**src/rtl/bram_axil_controller_if.sv**
```systemverilog
// AXI4-Lite bundle between an SoC master and the BRAM controller slave.
// awprot/arprot are carried for completeness; the slave does not decode them.
interface bram_axil_controller_if #(
  parameter int ADDR_W = 32,
  parameter int DATA_W = 32
);
  logic [ADDR_W-1:0]   s_awaddr;
  logic [2:0]          s_awprot;
  logic                s_awvalid;
  logic                s_awready;
  logic [DATA_W-1:0]   s_wdata;
  logic [DATA_W/8-1:0] s_wstrb;
  logic                s_wvalid;
  logic                s_wready;
  logic [1:0]          s_bresp;
  logic                s_bvalid;
  logic                s_bready;
  logic [ADDR_W-1:0]   s_araddr;
  logic [2:0]          s_arprot;
  logic                s_arvalid;
  logic                s_arready;
  logic [DATA_W-1:0]   s_rdata;
  logic [1:0]          s_rresp;
  logic                s_rvalid;
  logic                s_rready;

  modport master (
    output s_awaddr, s_awprot, s_awvalid, s_wdata, s_wstrb, s_wvalid, s_bready,
           s_araddr, s_arprot, s_arvalid, s_rready,
    input  s_awready, s_wready, s_bresp, s_bvalid, s_arready, s_rdata, s_rresp, s_rvalid
  );

  modport slave (
    input  s_awaddr, s_awprot, s_awvalid, s_wdata, s_wstrb, s_wvalid, s_bready,
           s_araddr, s_arprot, s_arvalid, s_rready,
    output s_awready, s_wready, s_bresp, s_bvalid, s_arready, s_rdata, s_rresp, s_rvalid
  );
endinterface

```
**src/rtl/bram_axil_controller.sv**
```systemverilog
// AXI4-Lite slave onto a single-port BRAM: read 2 cycles, full write 2, partial (RMW) write 3, out-of-window 1, plus BRAM waits.
// AW/W latch independently; B/R are held until bready/rready; reads and writes alternate on ties.
module bram_axil_controller #(
  parameter int              DATA_W    = 32,
  parameter int              ADDR_W    = 32,
  parameter longint unsigned BASE_ADDR = 0,
  parameter longint unsigned MEM_BYTES = 65536
) (
  input  logic                  clk,
  input  logic                  res_n,
  bram_axil_controller_if.slave axi,
  output logic [ADDR_W-1:0]     bram_addr,
  output logic [DATA_W-1:0]     bram_wdata,
  input  logic [DATA_W-1:0]     bram_rdata,
  output logic                  bram_read,
  output logic                  bram_write,
  input  logic                  bram_done
);
  localparam int              STRB_W = DATA_W / 8;
  localparam int              LSB    = $clog2(STRB_W);
  localparam logic [ADDR_W:0] BASE_L = (ADDR_W+1)'(BASE_ADDR);
  localparam logic [ADDR_W:0] MEM_L  = (ADDR_W+1)'(MEM_BYTES);

  typedef enum logic [2:0] {IDLE, RMW_READ, WRITE, WRITE_RESP, READ, READ_RESP} state_t;

  state_t              state;
  logic                aw_held, w_held, prio_wr;
  logic [ADDR_W-1:0]   awaddr_q;
  logic [DATA_W-1:0]   wdata_q;
  logic [STRB_W-1:0]   wstrb_q;

  logic                aw_hs, w_hs, ar_hs, aw_now, w_now;
  logic [ADDR_W-1:0]   awaddr_now;
  logic [DATA_W-1:0]   wdata_now;
  logic [STRB_W-1:0]   wstrb_now;
  logic                unused_prot;

  // Offset is one bit wider so an address below the base wraps to a huge value and fails the window test.
  function automatic logic [ADDR_W:0] offset_of(input logic [ADDR_W-1:0] a);
    return {1'b0, a} - BASE_L;
  endfunction

  function automatic logic in_window(input logic [ADDR_W-1:0] a);
    return offset_of(a) < MEM_L;
  endfunction

  function automatic logic [ADDR_W-1:0] word_of(input logic [ADDR_W-1:0] a);
    return ADDR_W'(offset_of(a) >> LSB);
  endfunction

  function automatic logic [DATA_W-1:0] merge(input logic [DATA_W-1:0] old_d,
                                              input logic [DATA_W-1:0] new_d,
                                              input logic [STRB_W-1:0] strb);
    logic [DATA_W-1:0] m;
    m = old_d;
    for (int i = 0; i < STRB_W; i++) begin
      if (strb[i]) m[8*i +: 8] = new_d[8*i +: 8];
    end
    return m;
  endfunction

  // Readies decode only state and flags; res_n keeps them low while in reset.
  assign axi.s_awready = res_n && (state == IDLE) && !aw_held;
  assign axi.s_wready  = res_n && (state == IDLE) && !w_held;
  assign axi.s_arready = res_n && (state == IDLE) && !(aw_held && w_held && prio_wr);

  assign aw_hs = axi.s_awvalid && axi.s_awready;
  assign w_hs  = axi.s_wvalid  && axi.s_wready;
  assign ar_hs = axi.s_arvalid && axi.s_arready;

  // A pair completing on this edge is dispatched immediately, without an extra IDLE cycle.
  assign aw_now     = aw_held || aw_hs;
  assign w_now      = w_held  || w_hs;
  assign awaddr_now = aw_held ? awaddr_q : axi.s_awaddr;
  assign wdata_now  = w_held  ? wdata_q  : axi.s_wdata;
  assign wstrb_now  = w_held  ? wstrb_q  : axi.s_wstrb;

  assign unused_prot = ^{axi.s_awprot, axi.s_arprot};

  always_ff @(posedge clk or negedge res_n) begin
    if (!res_n) begin
      state        <= IDLE;
      aw_held      <= 1'b0;
      w_held       <= 1'b0;
      prio_wr      <= 1'b0;
      awaddr_q     <= '0;
      wdata_q      <= '0;
      wstrb_q      <= '0;
      axi.s_bvalid <= 1'b0;
      axi.s_bresp  <= 2'b00;
      axi.s_rvalid <= 1'b0;
      axi.s_rresp  <= 2'b00;
      axi.s_rdata  <= '0;
      bram_addr    <= '0;
      bram_wdata   <= '0;
      bram_read    <= 1'b0;
      bram_write   <= 1'b0;
    end else begin
      if (aw_hs) begin
        aw_held  <= 1'b1;
        awaddr_q <= axi.s_awaddr;
      end
      if (w_hs) begin
        w_held  <= 1'b1;
        wdata_q <= axi.s_wdata;
        wstrb_q <= axi.s_wstrb;
      end
      case (state)
        IDLE: begin
          if (ar_hs) begin
            if (in_window(axi.s_araddr)) begin
              state     <= READ;
              bram_read <= 1'b1;
              bram_addr <= word_of(axi.s_araddr);
            end else begin
              state        <= READ_RESP;
              axi.s_rvalid <= 1'b1;
              axi.s_rresp  <= 2'b10;
              axi.s_rdata  <= '0;
            end
          end else if (aw_now && w_now) begin
            if (!in_window(awaddr_now)) begin
              state        <= WRITE_RESP;
              axi.s_bvalid <= 1'b1;
              axi.s_bresp  <= 2'b10;
            end else if (&wstrb_now) begin
              state      <= WRITE;
              bram_write <= 1'b1;
              bram_addr  <= word_of(awaddr_now);
              bram_wdata <= wdata_now;
            end else begin
              state     <= RMW_READ;
              bram_read <= 1'b1;
              bram_addr <= word_of(awaddr_now);
            end
          end
        end
        RMW_READ: if (bram_done) begin
          state      <= WRITE;
          bram_read  <= 1'b0;
          bram_write <= 1'b1;
          bram_wdata <= merge(bram_rdata, wdata_q, wstrb_q);
        end
        WRITE: if (bram_done) begin
          state        <= WRITE_RESP;
          bram_write   <= 1'b0;
          axi.s_bvalid <= 1'b1;
          axi.s_bresp  <= 2'b00;
        end
        WRITE_RESP: if (axi.s_bready) begin
          state        <= IDLE;
          axi.s_bvalid <= 1'b0;
          aw_held      <= 1'b0;
          w_held       <= 1'b0;
          prio_wr      <= 1'b0;
        end
        READ: if (bram_done) begin
          state        <= READ_RESP;
          bram_read    <= 1'b0;
          axi.s_rdata  <= bram_rdata;
          axi.s_rresp  <= 2'b00;
          axi.s_rvalid <= 1'b1;
        end
        READ_RESP: if (axi.s_rready) begin
          state        <= IDLE;
          axi.s_rvalid <= 1'b0;
          prio_wr      <= 1'b1;
        end
        default: begin
          state      <= IDLE;
          bram_read  <= 1'b0;
          bram_write <= 1'b0;
        end
      endcase
    end
  end
endmodule

```
**src/flat_wrapper.sv**
```systemverilog
// flat-port wrapper written by rule: the top's interface ports become plain ports
module bram_axil_controller_flat 
#(
  parameter int              DATA_W    = 32,
  parameter int              ADDR_W    = 32,
  parameter longint unsigned BASE_ADDR = 0,
  parameter longint unsigned MEM_BYTES = 65536
)
  (clk, res_n, bram_addr, bram_wdata, bram_rdata, bram_read, bram_write, bram_done, axi_s_awaddr, axi_s_awprot, axi_s_awvalid, axi_s_wdata, axi_s_wstrb, axi_s_wvalid, axi_s_bready, axi_s_araddr, axi_s_arprot, axi_s_arvalid, axi_s_rready, axi_s_awready, axi_s_wready, axi_s_bresp, axi_s_bvalid, axi_s_arready, axi_s_rdata, axi_s_rresp, axi_s_rvalid);
  bram_axil_controller_if #(.ADDR_W(ADDR_W), .DATA_W(DATA_W)) axi_i ();
  input  logic clk;
  input  logic res_n;
  output logic [ADDR_W-1:0] bram_addr;
  output logic [DATA_W-1:0] bram_wdata;
  input  logic [DATA_W-1:0] bram_rdata;
  output logic bram_read;
  output logic bram_write;
  input  logic bram_done;
  input wire logic [$bits(axi_i.s_awaddr)-1:0] axi_s_awaddr;
  input wire logic [$bits(axi_i.s_awprot)-1:0] axi_s_awprot;
  input wire logic [$bits(axi_i.s_awvalid)-1:0] axi_s_awvalid;
  input wire logic [$bits(axi_i.s_wdata)-1:0] axi_s_wdata;
  input wire logic [$bits(axi_i.s_wstrb)-1:0] axi_s_wstrb;
  input wire logic [$bits(axi_i.s_wvalid)-1:0] axi_s_wvalid;
  input wire logic [$bits(axi_i.s_bready)-1:0] axi_s_bready;
  input wire logic [$bits(axi_i.s_araddr)-1:0] axi_s_araddr;
  input wire logic [$bits(axi_i.s_arprot)-1:0] axi_s_arprot;
  input wire logic [$bits(axi_i.s_arvalid)-1:0] axi_s_arvalid;
  input wire logic [$bits(axi_i.s_rready)-1:0] axi_s_rready;
  output wire logic [$bits(axi_i.s_awready)-1:0] axi_s_awready;
  output wire logic [$bits(axi_i.s_wready)-1:0] axi_s_wready;
  output wire logic [$bits(axi_i.s_bresp)-1:0] axi_s_bresp;
  output wire logic [$bits(axi_i.s_bvalid)-1:0] axi_s_bvalid;
  output wire logic [$bits(axi_i.s_arready)-1:0] axi_s_arready;
  output wire logic [$bits(axi_i.s_rdata)-1:0] axi_s_rdata;
  output wire logic [$bits(axi_i.s_rresp)-1:0] axi_s_rresp;
  output wire logic [$bits(axi_i.s_rvalid)-1:0] axi_s_rvalid;
  assign axi_i.s_awaddr = axi_s_awaddr;
  assign axi_i.s_awprot = axi_s_awprot;
  assign axi_i.s_awvalid = axi_s_awvalid;
  assign axi_i.s_wdata = axi_s_wdata;
  assign axi_i.s_wstrb = axi_s_wstrb;
  assign axi_i.s_wvalid = axi_s_wvalid;
  assign axi_i.s_bready = axi_s_bready;
  assign axi_i.s_araddr = axi_s_araddr;
  assign axi_i.s_arprot = axi_s_arprot;
  assign axi_i.s_arvalid = axi_s_arvalid;
  assign axi_i.s_rready = axi_s_rready;
  assign axi_s_awready = axi_i.s_awready;
  assign axi_s_wready = axi_i.s_wready;
  assign axi_s_bresp = axi_i.s_bresp;
  assign axi_s_bvalid = axi_i.s_bvalid;
  assign axi_s_arready = axi_i.s_arready;
  assign axi_s_rdata = axi_i.s_rdata;
  assign axi_s_rresp = axi_i.s_rresp;
  assign axi_s_rvalid = axi_i.s_rvalid;
  bram_axil_controller #(.DATA_W(DATA_W), .ADDR_W(ADDR_W), .BASE_ADDR(BASE_ADDR), .MEM_BYTES(MEM_BYTES)) u_core (.clk(clk), .res_n(res_n), .axi(axi_i), .bram_addr(bram_addr), .bram_wdata(bram_wdata), .bram_rdata(bram_rdata), .bram_read(bram_read), .bram_write(bram_write), .bram_done(bram_done));
endmodule
```
**config.mk**
```make
export PLATFORM = sky130hd
export DESIGN_NAME = bram_axil_controller_flat
export DESIGN_NICKNAME = d
export VERILOG_FILES = /design/src/rtl/bram_axil_controller_if.sv /design/src/rtl/bram_axil_controller.sv /design/src/flat_wrapper.sv
export SDC_FILE = /design/constraint.sdc
export NUM_CORES = 1
export LEC_CHECK = 0
export CORE_ASPECT_RATIO = 0.7
export CORE_MARGIN = 5
export CORE_UTILIZATION = 30
export CTS_BUF_LIST = sky130_fd_sc_hd__clkbuf_4
export DETAILED_ROUTE_END_ITERATION = 12
export PLACE_DENSITY = 0.59
export RECOVER_POWER = 50
export REMOVE_ABC_BUFFERS = 1
export SKIP_CTS_REPAIR_TIMING = 1
export SLEW_MARGIN = 5
export SYNTH_ARGS = -nofsm -noshare
export SYNTH_HDL_FRONTEND = slang
export SYNTH_SLANG_ARGS = --single-unit
export TNS_END_PERCENT = 1
```
**constraint.sdc**
```tcl
create_clock -name clk -period 6.2 [get_ports clk]
set_input_delay 0.62 -clock clk [delete_from_list [all_inputs] [get_ports clk]]
set_output_delay 0.62 -clock clk [all_outputs]
set_load 0.05 [all_outputs]
```
==> summary.txt, run 1 <==
RUN STATUS
------------------------------------------------------------------------------------
Status                                                                  finished, violations left
Failing checks                                                          capacitance limit, slew limit

YOSYS
------------------------------------------------------------------------------------
Number of enable flip-flop cells after synthesis                                   0
Number of library cell types mapped by synthesis                                  53
Predominant post-synthesis flop cell                                    sky130_fd_sc_hd__dfrtp_1
Area share of the largest cell type after synthesis                            0.568
Synthesized cell area                                                       7580 µm²
Cell type with the highest aggregate area in the netlist                sky130_fd_sc_hd__dfrtp_1
Sequential area share after synthesis                                          0.568
Yosys reg bits                                                                   172
Per-instance average area after synthesis                                   12.3 µm²
Total number of yosys warnings                                                     0
Gate count after technology mapping                                              615
Leading post-synthesis cells by cell area                               sky130_fd_sc_hd__dfrtp_1 (57%), sky130_fd_sc_hd__mux2_2 (12%), sky130_fd_sc_hd__mux2_1 (4.5%)
Proportion of synthesized flip-flops having asynchronous set or reset           1.00

ROUTE
------------------------------------------------------------------------------------
DRT Wirelength                                                              22300 µm
Routed wire length on met2                                                  10100 µm
Number of routed nets with antenna violations                                      0
Drt initial violations                                                           247
DR vias/cell                                                                    4.88
Detailed-routed wire length on met3                                          1640 µm
Highest Signal Layer                                                            met5
First drt pass iteration count                                                     4
Post-DR wirelength/cell                                                      19.0 µm
Wl on met1                                                                  10400 µm
Vias                                                                            5730
Number of design rule violations left after detail routing                         0

PLACEMENT
------------------------------------------------------------------------------------
Placed cell area                                                           10200 µm²
Final weighted congestion in routability-driven placement                      0.809
Port Buffer Count                                                                238
HPWL after detailed placement                                               15400 µm
Worst slack at placement                                                     2740 ps

WORST HOLD PATH
------------------------------------------------------------------------------------
Beginning of the worst hold path                                        u_core.bram_write$_DFFE_PN0P_
Instance count along the most critical hold path                                   1
Hold-critical path endpoint                                             u_core.bram_write$_DFFE_PN0P_
Worst min path class                                                    register to register

FINAL LAYOUT
------------------------------------------------------------------------------------
Fraction of final layout cells with drive strength greater than 1              0.152
# nets final                                                                     982
Fin area                                                                   10500 µm²
Area Overhead vs Synth                                                         38.8%

GLOBAL ROUTE
------------------------------------------------------------------------------------
Initial antenna violation count                                                    2
Number of global-route vias before repair                                       6143
Maximum number of pins on one net before global-route repair                      68
Total congestion overflow                                                          0
All-layer global routing usage                                                 0.158
Wire length of the first global-routing pass                                35300 µm

DIE
------------------------------------------------------------------------------------
Core area                                                                  24700 µm²
Number of ports placed on the die boundary                                       253
Die width                                                                     200 µm
Total die area                                                             28600 µm²
Height of the chip                                                            143 µm
Initial Util                                                                   0.306
Standard-cell rows                                                                48

SETUP PATH
------------------------------------------------------------------------------------
Worst Path Arrival                                                           4060 ps
CP peak stage delay                                                          2360 ps
Critical path launch point type                                           input port
Cells traversed along the worst timing path                             dlygate4sd3_1 -> clkbuf_8 -> clkbuf_1
Setup Crit Path Kind                                                    input port to asynchronous set/reset pin
Crit Reg-Reg Startpoint                                                 u_core.aw_held$_DFF_PN0_
Standard cell with the maximum stage delay on the critical path         sky130_fd_sc_hd__clkbuf_1
Reg2Reg Setup Slack                                                          2840 ps
Critical path peak fanout                                                         67
Number of buffers and inverters on the critical path                               3
Required time reported for the critical path endpoint                        6180 ps
Endpoint of the most critical register-to-register path                 u_core.bram_wdata[16]$_DFFE_PN0P_
Kind of capture point of the worst setup path                           asynchronous set/reset pin
Dominant delay contributor by cell family on the critical path          buffers and inverters
Cell depth of the worst flop-to-flop path                                          5

TIMING
------------------------------------------------------------------------------------
Actual slew at the worst max-slew pin                                        3290 ps
Unrepaired setup endpoints after global routing                                   no
Sum of negative setup slack                                                     0 ps
Final hold vios                                                                    0
Minimum clock period after layout                                            4080 ps
Final setup viols                                                                  0
Clock Skew                                                                   20.3 ps
Headroom to the max-slew limit                                                 -1.19
Final Cycle Share                                                              0.659
FMAX                                                                         245 MHz
Post-route worst setup slack                                                 2120 ps
Number of max-slew violations in the final report                                146

RUN
------------------------------------------------------------------------------------
Number of max-cap violations                                                       3

POWER AND IR DROP
------------------------------------------------------------------------------------
Share of total power in combinational logic                                    0.494
Clk pwr share                                                                  0.148
Post-route total power                                                       5.21 mW
Static Leak                                                                  4.59 nW
Sw power                                                                     2.29 mW
Design internal power                                                        2.92 mW
Highest ir drop seen on vdd                                                 0.330 mV
Sw frac                                                                        0.439
Seq pwr share                                                                  0.358
Power density of the placed cells                                         495 nW/µm²

CTS
------------------------------------------------------------------------------------
Number of sinks driven by the clock tree                                         172
Worst skew pair latency                                                       580 ps
TritonCTS clock tree                                                           built
Clk slew on worst S/H paths                                                   140 ps
Maximum buffer depth of the clock tree                                             2
Clock tree root buffer cell                                             sky130_fd_sc_hd__clkbuf_4
Number of buffers created by CTS                                                  17
Number of levels in the clock H-tree                                               4

## final cells by class
| cell class | count | area [µm²] |
|---|---|---|
| Clock buffer | 17 | 128 |
| Multi-Input combinational cell | 396 | 3030 |
| Fill cell | 2385 | 14200 |
| Inverter | 5 | 18.8 |
| Clock inverter | 15 | 210 |
| Timing Repair Buffer | 244 | 2420 |
| Antenna cell | 1 | 2.50 |
| Sequential cell | 172 | 4300 |
| Tap cell | 325 | 407 |
## synth_stat cells, types with 6 or more instances
| master | number |
|---|---|
| sky130_fd_sc_hd__clkbuf_1 | 18 |
| sky130_fd_sc_hd__o22ai_1 | 34 |
| sky130_fd_sc_hd__a22o_1 | 32 |
| sky130_fd_sc_hd__a21oi_1 | 8 |
| sky130_fd_sc_hd__nand3_1 | 6 |
| sky130_fd_sc_hd__dfrtp_1 | 172 |
| sky130_fd_sc_hd__a221o_1 | 14 |
| sky130_fd_sc_hd__and2_1 | 18 |
| sky130_fd_sc_hd__buf_2 | 19 |
| sky130_fd_sc_hd__nand2_1 | 8 |
| sky130_fd_sc_hd__mux2_2 | 82 |
| sky130_fd_sc_hd__nor3_1 | 6 |
| sky130_fd_sc_hd__nand2b_1 | 6 |
| sky130_fd_sc_hd__and3_1 | 17 |
| sky130_fd_sc_hd__nor4_1 | 8 |
| sky130_fd_sc_hd__nor2_1 | 77 |
| sky130_fd_sc_hd__mux2_1 | 30 |
## how the worst max path moves through the flow
stage	from	endpoint	cells after the start
2_1_floorplan	u_core.aw_held$_DFF_PN0_	u_core.bram_wdata[1]$_DFFE_PN0P_	5
3_3_place_gp	res_n	u_core.bram_wdata[1]$_DFFE_PN0P_	6
3_5_place_dp	axi_s_awaddr[23]	u_core.bram_wdata[31]$_DFFE_PN0P_	6
4_1_cts	u_core.aw_held$_DFF_PN0_	axi_s_arready	3
5_1_grt	res_n	u_core.bram_wdata[0]$_DFFE_PN0P_	3
6_report	res_n	u_core.wdata_q[7]$_DFFE_PN0P_	3
## kinds of logic after synthesis
| kind of cell | count (synthesis) | share of synthesized area |
|---|---|---|
| flops | 172 | 0.568 |
| simple gates | 160 | 0.109 |
| compound gates | 116 | 0.117 |
| mux | 116 | 0.172 |
| buf+inv | 50 | 0.0333 |
| other cells | 1 | 0.000495 |
## registers in the layout, indices dropped and copies added (netlist names)
name                 count
u_core.axi.s_bvalid      1
u_core.state             3
u_core.axi.s_bresp       1
u_core.aw_held           1
u_core.bram_wdata       32
u_core.wdata_q          32
u_core.axi.s_rdata      32
u_core.w_held            1
u_core.bram_write        1
u_core.axi.s_rvalid      1
u_core.awaddr_q         30
u_core.bram_addr        30
u_core.prio_wr           1
u_core.axi.s_rresp       1
u_core.bram_read         1
u_core.wstrb_q           4
## layout by cell type (no fill, tap or decap), types with 17 or more instances in the layout
master and n:
sky130_fd_sc_hd__a22o_1 32, sky130_fd_sc_hd__and2_1 17, sky130_fd_sc_hd__clkbuf_4 17, sky130_fd_sc_hd__clkdlybuf4s50_1 221, sky130_fd_sc_hd__dfrtp_1 172, sky130_fd_sc_hd__dlygate4sd3_1 17, sky130_fd_sc_hd__mux2_1 30, sky130_fd_sc_hd__mux2_2 82
sky130_fd_sc_hd__nor2_1 77, sky130_fd_sc_hd__o22ai_1 34
## routing by layer
metal,GRT usage,vias to the layer above
li1,-,2696
met5,0,-
met1,0.221,2843
met4,0.0411,2
met2,0.243,174
met3,0.0455,15
## power by group through the flow
stage,logic [mW],registers (mW),clock network [mW]
final,2.57,1.87,0.769
after global routing,2.77,1.94,0.851
after detailed placement,2.61,1.89,0
after CTS,2.62,1.87,0.809
after floorplan,0.976,2.60,0
after global placement,2.60,1.88,0
## metrics by stage
step / cells / util / hold WS [ps]
3_5_place_dp: 1141 / 0.412 / 465
3_3_place_gp: 1141 / 0.412 / 464
2_1_floorplan: 573 / - / 324
6_report: 1175 / 0.425 / 493
5_1_grt: 1175 / 0.425 / 519
4_1_cts: 1173 / 0.426 / -31.3
(Power assumes the default switching activity.)
==> run 2: changes to the inputs <==
==> constraint.sdc (replaced) <==
create_clock -name clk -period 4.26 [get_ports clk]
set_input_delay 0.426 -clock clk [delete_from_list [all_inputs] [get_ports clk]]
set_output_delay 0.426 -clock clk [all_outputs]
set_load 0.05 [all_outputs]
==> run 2 against run 1 <==
  * The run still ends with capacitance limit, slew limit left
  * Critical path depth increased by 2
  * Via count increased by 0.75%
  * Sequential power increased by 44%
  * First-iteration DRC count increased by 0.81%
  * Combinational power increased by 46%
  * Clock skew increased by 17 ps
  * Utilization about the same
  * Power increased by 44%
  * Final cell count increased by 0.26%
  * Critical path type is now input port to output port
  * Sequential share of layout area about the same
  * Non-clock buffer count increased by 3
==> summary.txt, run 2 (synthesis gave the netlist of run 1 again) <==
SETUP PATH
--------------------------------------------------------------------------------
Critical path peak fanout                                                     64   was 67
Kind of capture point of the worst setup path                        output port   was asynchronous set/reset pin
Crit Reg-Reg Startpoint                                             u_core.state[1]$_DFFE_PN0P_   was u_core.aw_held$_DFF_PN0_
Required time reported for the critical path endpoint                    3830 ps   was 6180 ps
Setup Crit Path Kind                                                input port to output port   was input port to asynchronous set/reset pin
Worst Path Arrival                                                       3220 ps   was 4060 ps
Critical path launch point type                                       input port   unchanged
Worst setup startpoint                                                     res_n   unchanged

PLACEMENT
--------------------------------------------------------------------------------
Final weighted congestion in routability-driven placement                  0.791   was 0.809
Count of placed standard cells including taps                               1144   was 1141
Port Buffer Count                                                            238   unchanged
HPWL after detailed placement                                           15700 µm   was 15400 µm

POWER AND IR DROP
--------------------------------------------------------------------------------
Share of total power in combinational logic                                0.501   was 0.494
Highest ir drop seen on vdd                                             0.388 mV   was 0.330 mV
Sw power                                                                 3.34 mW   was 2.29 mW
Seq pwr share                                                              0.360   was 0.358
Design internal power                                                    4.16 mW   was 2.92 mW
Power density of the placed cells                                     712 nW/µm²   was 495 nW/µm²
Static Leak                                                              4.68 nW   was 4.59 nW
Sw frac                                                                    0.446   was 0.439
Clk pwr share                                                              0.140   was 0.148

DIE
--------------------------------------------------------------------------------
Die width                                                                 200 µm   unchanged
Core area                                                              24700 µm²   unchanged
Initial Util                                                               0.306   unchanged
Total die area                                                         28600 µm²   unchanged
Standard-cell rows                                                            48   unchanged
Number of ports placed on the die boundary                                   253   unchanged
Height of the chip                                                        143 µm   unchanged

TIMING
--------------------------------------------------------------------------------
Final hold vios                                                                0   unchanged
Actual slew at the worst max-slew pin                                    1630 ps   was 3290 ps
Clock Skew                                                               37.6 ps   was 20.3 ps
Minimum clock period after layout                                        3650 ps
Final Cycle Share                                                          0.856
Headroom to the max-slew limit                                           -0.0873   was -1.19
FMAX                                                                     274 MHz
Number of max-slew violations in the final report                             65   was 146
Unrepaired setup endpoints after global routing                               no   unchanged
Final setup viols                                                              0   unchanged
Sum of negative setup slack                                                 0 ps   unchanged
Hold Worst Slack                                                          372 ps   was 493 ps

CTS
--------------------------------------------------------------------------------
Clk slew on worst S/H paths                                               170 ps   was 140 ps
Clock tree root buffer cell                                         sky130_fd_sc_hd__clkbuf_4   unchanged
TritonCTS clock tree                                                       built   unchanged
Worst skew pair latency                                                   580 ps   about the same
Number of sinks driven by the clock tree                                     172   unchanged
Number of levels in the clock H-tree                                           4   unchanged
Number of buffers created by CTS                                              17   unchanged
Maximum buffer depth of the clock tree                                         2   unchanged

FINAL LAYOUT
--------------------------------------------------------------------------------
Area Overhead vs Synth                                                     38.8%   about the same
Largest registers ranked by flip-flop count                         u_core.axi.s_rdata x32, u_core.bram_wdata x32, u_core.wdata_q x32   unchanged
Core occupancy in the finished layout                                      0.425   about the same
Fraction of final layout cells with drive strength greater than 1          0.158   was 0.152
Most common cell after layout, fill and taps aside                  sky130_fd_sc_hd__clkdlybuf4s50_1   unchanged
# nets final                                                                 985   was 982
Count of fill cells added during filler insertion                           2406   was 2385
Leading cell types in the layout, fill and taps excluded            sky130_fd_sc_hd__clkdlybuf4s50_1 (191), sky130_fd_sc_hd__dfrtp_1 (172), sky130_fd_sc_hd__mux2_2 (82)   was sky130_fd_sc_hd__clkdlybuf4s50_1 (221), sky130_fd_sc_hd__dfrtp_1 (172), sky130_fd_sc_hd__mux2_2 (82)
Fin cells                                                                   1178   was 1175
Multi-input logic area                                                  3030 µm²   unchanged
Total area of sequential cells                                          4300 µm²   unchanged

ROUTE
--------------------------------------------------------------------------------
Drt initial violations                                                       249   was 247
Number of routed nets with antenna violations                                  0   unchanged
DR vias/cell                                                                4.90   was 4.88
First drt pass iteration count                                                 4   unchanged
Post-DR wirelength/cell                                                  19.4 µm   was 19.0 µm
DRT Wirelength                                                          22800 µm   was 22300 µm
Vias                                                                        5773   was 5730
Number of design rule violations left after detail routing                     0   unchanged

RUN STATUS
--------------------------------------------------------------------------------
Status                                                              finished, violations left   unchanged
Failing checks                                                      capacitance limit, slew limit   unchanged

GLOBAL ROUTE
--------------------------------------------------------------------------------
Maximum number of pins on one net before global-route repair                  65   was 68
Initial antenna violation count                                                1   was 2
All-layer global routing usage                                             0.161   was 0.158
Number of global-route vias before repair                                   6134   was 6143
Wire length of the first global-routing pass                            35700 µm   was 35300 µm
Total congestion overflow                                                      0   unchanged

RUN
--------------------------------------------------------------------------------
Number of max-cap violations                                                   1   was 3

WORST HOLD PATH
--------------------------------------------------------------------------------
Worst min path class                                                input port to asynchronous set/reset pin   was register to register

run 2: area by class of cell:
cell class,instances,area share
Sequential cell,172,0.409
Multi-Input combinational cell,396,0.288
Timing Repair Buffer,247,0.233
Tap cell,325,0.0387
Clock inverter,15,0.0174
Clock buffer,17,0.0121
Inverter,5,0.00178
Antenna cell,1,0.000238
run 2: metrics by stage:
stage	power [mW]	cell area, µm²	setup slack (ps)
3_5_place_dp	6.59	10200	1180
4_1_cts	7.67	10500	1010
3_3_place_gp	6.53	10200	1250
6_report	7.50	10500	613
5_1_grt	7.99	10500	397
2_1_floorplan	5.20	7360	965
run 2: power by group through the flow:
stage	Clock (mW)	Combinational, mW	Sequential (mW)
finish	1.05	3.75	2.70
global route	1.17	4.03	2.79
CTS	1.10	3.86	2.70
detailed placement	0	3.85	2.73
global placement	0	3.82	2.71
floorplan	0	1.42	3.78
run 2: routing by layer:
| metal | track usage | vias to the layer above | routed length, µm |
|---|---|---|---|
| met5 | 0 | - | 0 |
| met4 | 0.0364 | 0 | 238 |
| met2 | 0.245 | 162 | 10100 |
| met3 | 0.0443 | 11 | 1550 |
| met1 | 0.230 | 2896 | 11000 |
| li1 | - | 2704 | - |
run 2: worst paths after layout:
kind | end | slack (ps) | depth (start not counted)
min in group clk | u_core.bram_addr[2]$_DFFE_PN0P_ | 440 | 2
worst min register to register | u_core.bram_wdata[13]$_DFFE_PN0P_ | 500 | 1
worst max register to register | u_core.bram_addr[0]$_DFFE_PN0P_ | 1110 | 6
worst max-delay path | axi_s_arready | 610 | 5
max in group asynchronous | u_core.axi.s_rdata[13]$_DFFE_PN0P_ | 1900 | 3
worst min-delay path | u_core.prio_wr$_DFFE_PN0P_ | 370 | 2
run 2: worst max-delay path: stages:
cell and delay, ps:
sky130_fd_sc_hd__dlygate4sd3_1 540, sky130_fd_sc_hd__clkbuf_8 440, sky130_fd_sc_hd__nor4b_1 680, sky130_fd_sc_hd__and2_1 270, sky130_fd_sc_hd__clkdlybuf4s50_1 840
==> run 3: changes to the inputs <==
--- a/config.mk
+++ b/config.mk
@@ -5,10 +5,11 @@
 export SDC_FILE = /design/constraint.sdc
 export NUM_CORES = 1
 export LEC_CHECK = 0
+export CAP_MARGIN = 10
 export CORE_ASPECT_RATIO = 0.7
 export CORE_MARGIN = 5
 export CORE_UTILIZATION = 30
-export CTS_BUF_LIST = sky130_fd_sc_hd__clkbuf_4
+export CTS_BUF_LIST = sky130_fd_sc_hd__clkbuf_8
 export DETAILED_ROUTE_END_ITERATION = 12
 export PLACE_DENSITY = 0.59
 export RECOVER_POWER = 50
==> run 3 against run 2 <==
  * The run still ends with capacitance limit, slew limit left
  * First-iteration DRC count down 17%
  * Final area up 1.1%
  * Utilization grew 0.46 points
  * Critical path type unchanged
  * Largest cell class unchanged
==> summary.txt, run 3 (synthesis gave the netlist of run 1 again) <==
POWER AND IR DROP
--------------------------------------------------------------------------------
Sw frac                                                                    0.436   was 0.446
Power density of the placed cells                                     725 nW/µm²   was 712 nW/µm²
Design internal power                                                    4.35 mW   was 4.16 mW
Share of total power in combinational logic                                0.487   was 0.501
Static Leak                                                              4.73 nW   was 4.68 nW
Clk pwr share                                                              0.163   was 0.140
Seq pwr share                                                              0.350   was 0.360
Post-route total power                                                   7.71 mW   was 7.50 mW
Sw power                                                                 3.36 mW   was 3.34 mW
Highest ir drop seen on vdd                                             0.483 mV   was 0.388 mV

TIMING
--------------------------------------------------------------------------------
Final setup viols                                                              0   unchanged
Post-route worst setup slack                                              602 ps   was 613 ps
Actual slew at the worst max-slew pin                                    1630 ps   about the same
Final Cycle Share                                                          0.859   was 0.856
Minimum clock period after layout                                        3660 ps   was 3650 ps
Clock Skew                                                               21.7 ps   was 37.6 ps
Headroom to the max-slew limit                                           -0.0866   was -0.0873
FMAX                                                                     273 MHz   was 274 MHz
Final hold vios                                                                0   unchanged
Hold Worst Slack                                                          485 ps   was 372 ps
Number of max-slew violations in the final report                             65   unchanged
Unrepaired setup endpoints after global routing                               no   unchanged
Sum of negative setup slack                                                 0 ps   unchanged

FINAL LAYOUT
--------------------------------------------------------------------------------
Fraction of final layout cells with drive strength greater than 1          0.160   was 0.158
# nets final                                                                 985   unchanged
Fin cells                                                                   1177   was 1178
Most common cell after layout, fill and taps aside                  sky130_fd_sc_hd__clkdlybuf4s50_1   unchanged
Leading cell types in the layout, fill and taps excluded            sky130_fd_sc_hd__clkdlybuf4s50_1 (191), sky130_fd_sc_hd__dfrtp_1 (172), sky130_fd_sc_hd__mux2_2 (82)   unchanged
Core occupancy in the finished layout                                      0.430   was 0.425
Antenna Diode Count                                                            0   was 1
Area Overhead vs Synth                                                     40.3%   was 38.8%
Fin area                                                               10600 µm²   was 10500 µm²
Largest registers ranked by flip-flop count                         u_core.axi.s_rdata x32, u_core.bram_wdata x32, u_core.wdata_q x32   unchanged

GLOBAL ROUTE
--------------------------------------------------------------------------------
Met2 demand-to-capacity share in global routing                            0.245   about the same
Wire length of the first global-routing pass                            35800 µm   was 35700 µm
Number of global-route vias before repair                                   6180   was 6134
Maximum number of pins on one net before global-route repair                  65   unchanged
Met1 Resource Use GR                                                       0.231   was 0.230
All-layer global routing usage                                             0.162   was 0.161
Initial antenna violation count                                                0   was 1
Global-route met3 utilization                                             0.0465   was 0.0443
Layer carrying the most global-route usage                                  met2   unchanged
Total congestion overflow                                                      0   unchanged

ROUTE
--------------------------------------------------------------------------------
Drt initial violations                                                       206   was 249
Number of routed nets with antenna violations                                  0   unchanged
Post-DR wirelength/cell                                                  19.4 µm   about the same
First drt pass iteration count                                                 4   unchanged
DR vias/cell                                                                4.88   was 4.90
Vias                                                                        5748   was 5773
Number of design rule violations left after detail routing                     0   unchanged
DRT Wirelength                                                          22900 µm   was 22800 µm

RUN STATUS
--------------------------------------------------------------------------------
Status                                                              finished, violations left   unchanged
Failing checks                                                      capacitance limit, slew limit   unchanged

SETUP PATH
--------------------------------------------------------------------------------
Number of buffers and inverters on the critical path                           3   unchanged
Critical path launch point type                                       input port   unchanged
Endpoint of the most critical register-to-register path             u_core.bram_addr[0]$_DFFE_PN0P_   unchanged
Setup Crit Path Kind                                                input port to output port   unchanged
Kind of capture point of the worst setup path                        output port   unchanged
CP peak stage delay                                                       840 ps   about the same
Required time reported for the critical path endpoint                    3830 ps   about the same
Dominant delay contributor by cell family on the critical path      buffers and inverters   unchanged
Cells traversed along the worst timing path                         dlygate4sd3_1 -> clkbuf_8 -> nor4b_1 -> and2_1 -> clkdlybuf4s50_1   unchanged
Reg2Reg Setup Slack                                                      1100 ps   was 1110 ps
Standard cell with the maximum stage delay on the critical path     sky130_fd_sc_hd__clkdlybuf4s50_1   unchanged
Cell depth of the worst flop-to-flop path                                      6   unchanged
Critical path peak fanout                                                     64   unchanged
Crit Reg-Reg Startpoint                                             u_core.state[1]$_DFFE_PN0P_   unchanged
Worst Path Arrival                                                       3230 ps   was 3220 ps

DIE
--------------------------------------------------------------------------------
Number of ports placed on the die boundary                                   253   unchanged
Initial Util                                                               0.306   unchanged
Standard-cell rows                                                            48   unchanged
Core area                                                              24700 µm²   unchanged
Height of the chip                                                        143 µm   unchanged
Total die area                                                         28600 µm²   unchanged
Die width                                                                 200 µm   unchanged

CTS
--------------------------------------------------------------------------------
Number of buffers created by CTS                                              17   unchanged
Maximum buffer depth of the clock tree                                         2   unchanged
Worst skew pair latency                                                   470 ps   was 580 ps
Number of levels in the clock H-tree                                           4   unchanged
Number of sinks driven by the clock tree                                     172   unchanged
Clk slew on worst S/H paths                                               110 ps   was 170 ps
Clock tree root buffer cell                                         sky130_fd_sc_hd__clkbuf_8   was sky130_fd_sc_hd__clkbuf_4
TritonCTS clock tree                                                       built   unchanged

PLACEMENT
--------------------------------------------------------------------------------
Worst slack at placement                                                 1180 ps   unchanged
Placed cell area                                                       10200 µm²   unchanged
Count of placed standard cells including taps                               1144   unchanged
Port Buffer Count                                                            238   unchanged
Final weighted congestion in routability-driven placement                  0.791   unchanged
HPWL after detailed placement                                           15700 µm   unchanged

WORST HOLD PATH
--------------------------------------------------------------------------------
Worst min path class                                                input port to asynchronous set/reset pin   unchanged

RUN
--------------------------------------------------------------------------------
Number of max-cap violations                                                   1   unchanged

[run 3: cell type report]
cell class,instances,area (µm²)
clock inverter,14,179
sequential,172,4300
clock buffer,18,248
inverter,5,18.8
timing repair buffer,247,2450
tap,325,407
fill,2387,14100
multi-input combinational,396,3030
[run 3: how the worst max path moves through the flow]
| stage | startpoint | end | slack (ps) | cells after the start |
|---|---|---|---|---|
| finish | res_n | axi_s_arready | 600 | 5 |
| global route | res_n | axi_s_arready | 400 | 5 |
| CTS | u_core.state[1]$_DFFE_PN0P_ | axi_s_arready | 1160 | 3 |
| detailed placement | res_n | u_core.bram_addr[0]$_DFFE_PN0P_ | 1180 | 7 |
| global placement | res_n | u_core.bram_addr[6]$_DFFE_PN0P_ | 1250 | 7 |
| floorplan | u_core.aw_held$_DFF_PN0_ | u_core.bram_wdata[1]$_DFFE_PN0P_ | 960 | 5 |
[run 3: layer usage]
layer  wire length, µm  share of wire
met1             10800           0.47
met3              1710          0.075
met5                 0              0
met2             10200           0.44
met4               238          0.010
[run 3: worst register-to-register path, stage by stage (launching register included)]
cell and delay [ps]:
sky130_fd_sc_hd__dfrtp_1 610, sky130_fd_sc_hd__nor4b_1 770, sky130_fd_sc_hd__a21oi_2 240, sky130_fd_sc_hd__nor3_4 720
sky130_fd_sc_hd__a21oi_2 90, sky130_fd_sc_hd__buf_4 270, sky130_fd_sc_hd__a221o_1 350
[run 3: power by group through the flow]
stage	Sequential, mW	Clock [mW]	Combinational (mW)
5_1_grt	2.79	1.39	4.03
3_5_place_dp	2.73	0	3.85
4_1_cts	2.71	1.32	3.86
3_3_place_gp	2.71	0	3.82
6_report	2.70	1.26	3.75
2_1_floorplan	3.78	0	1.42
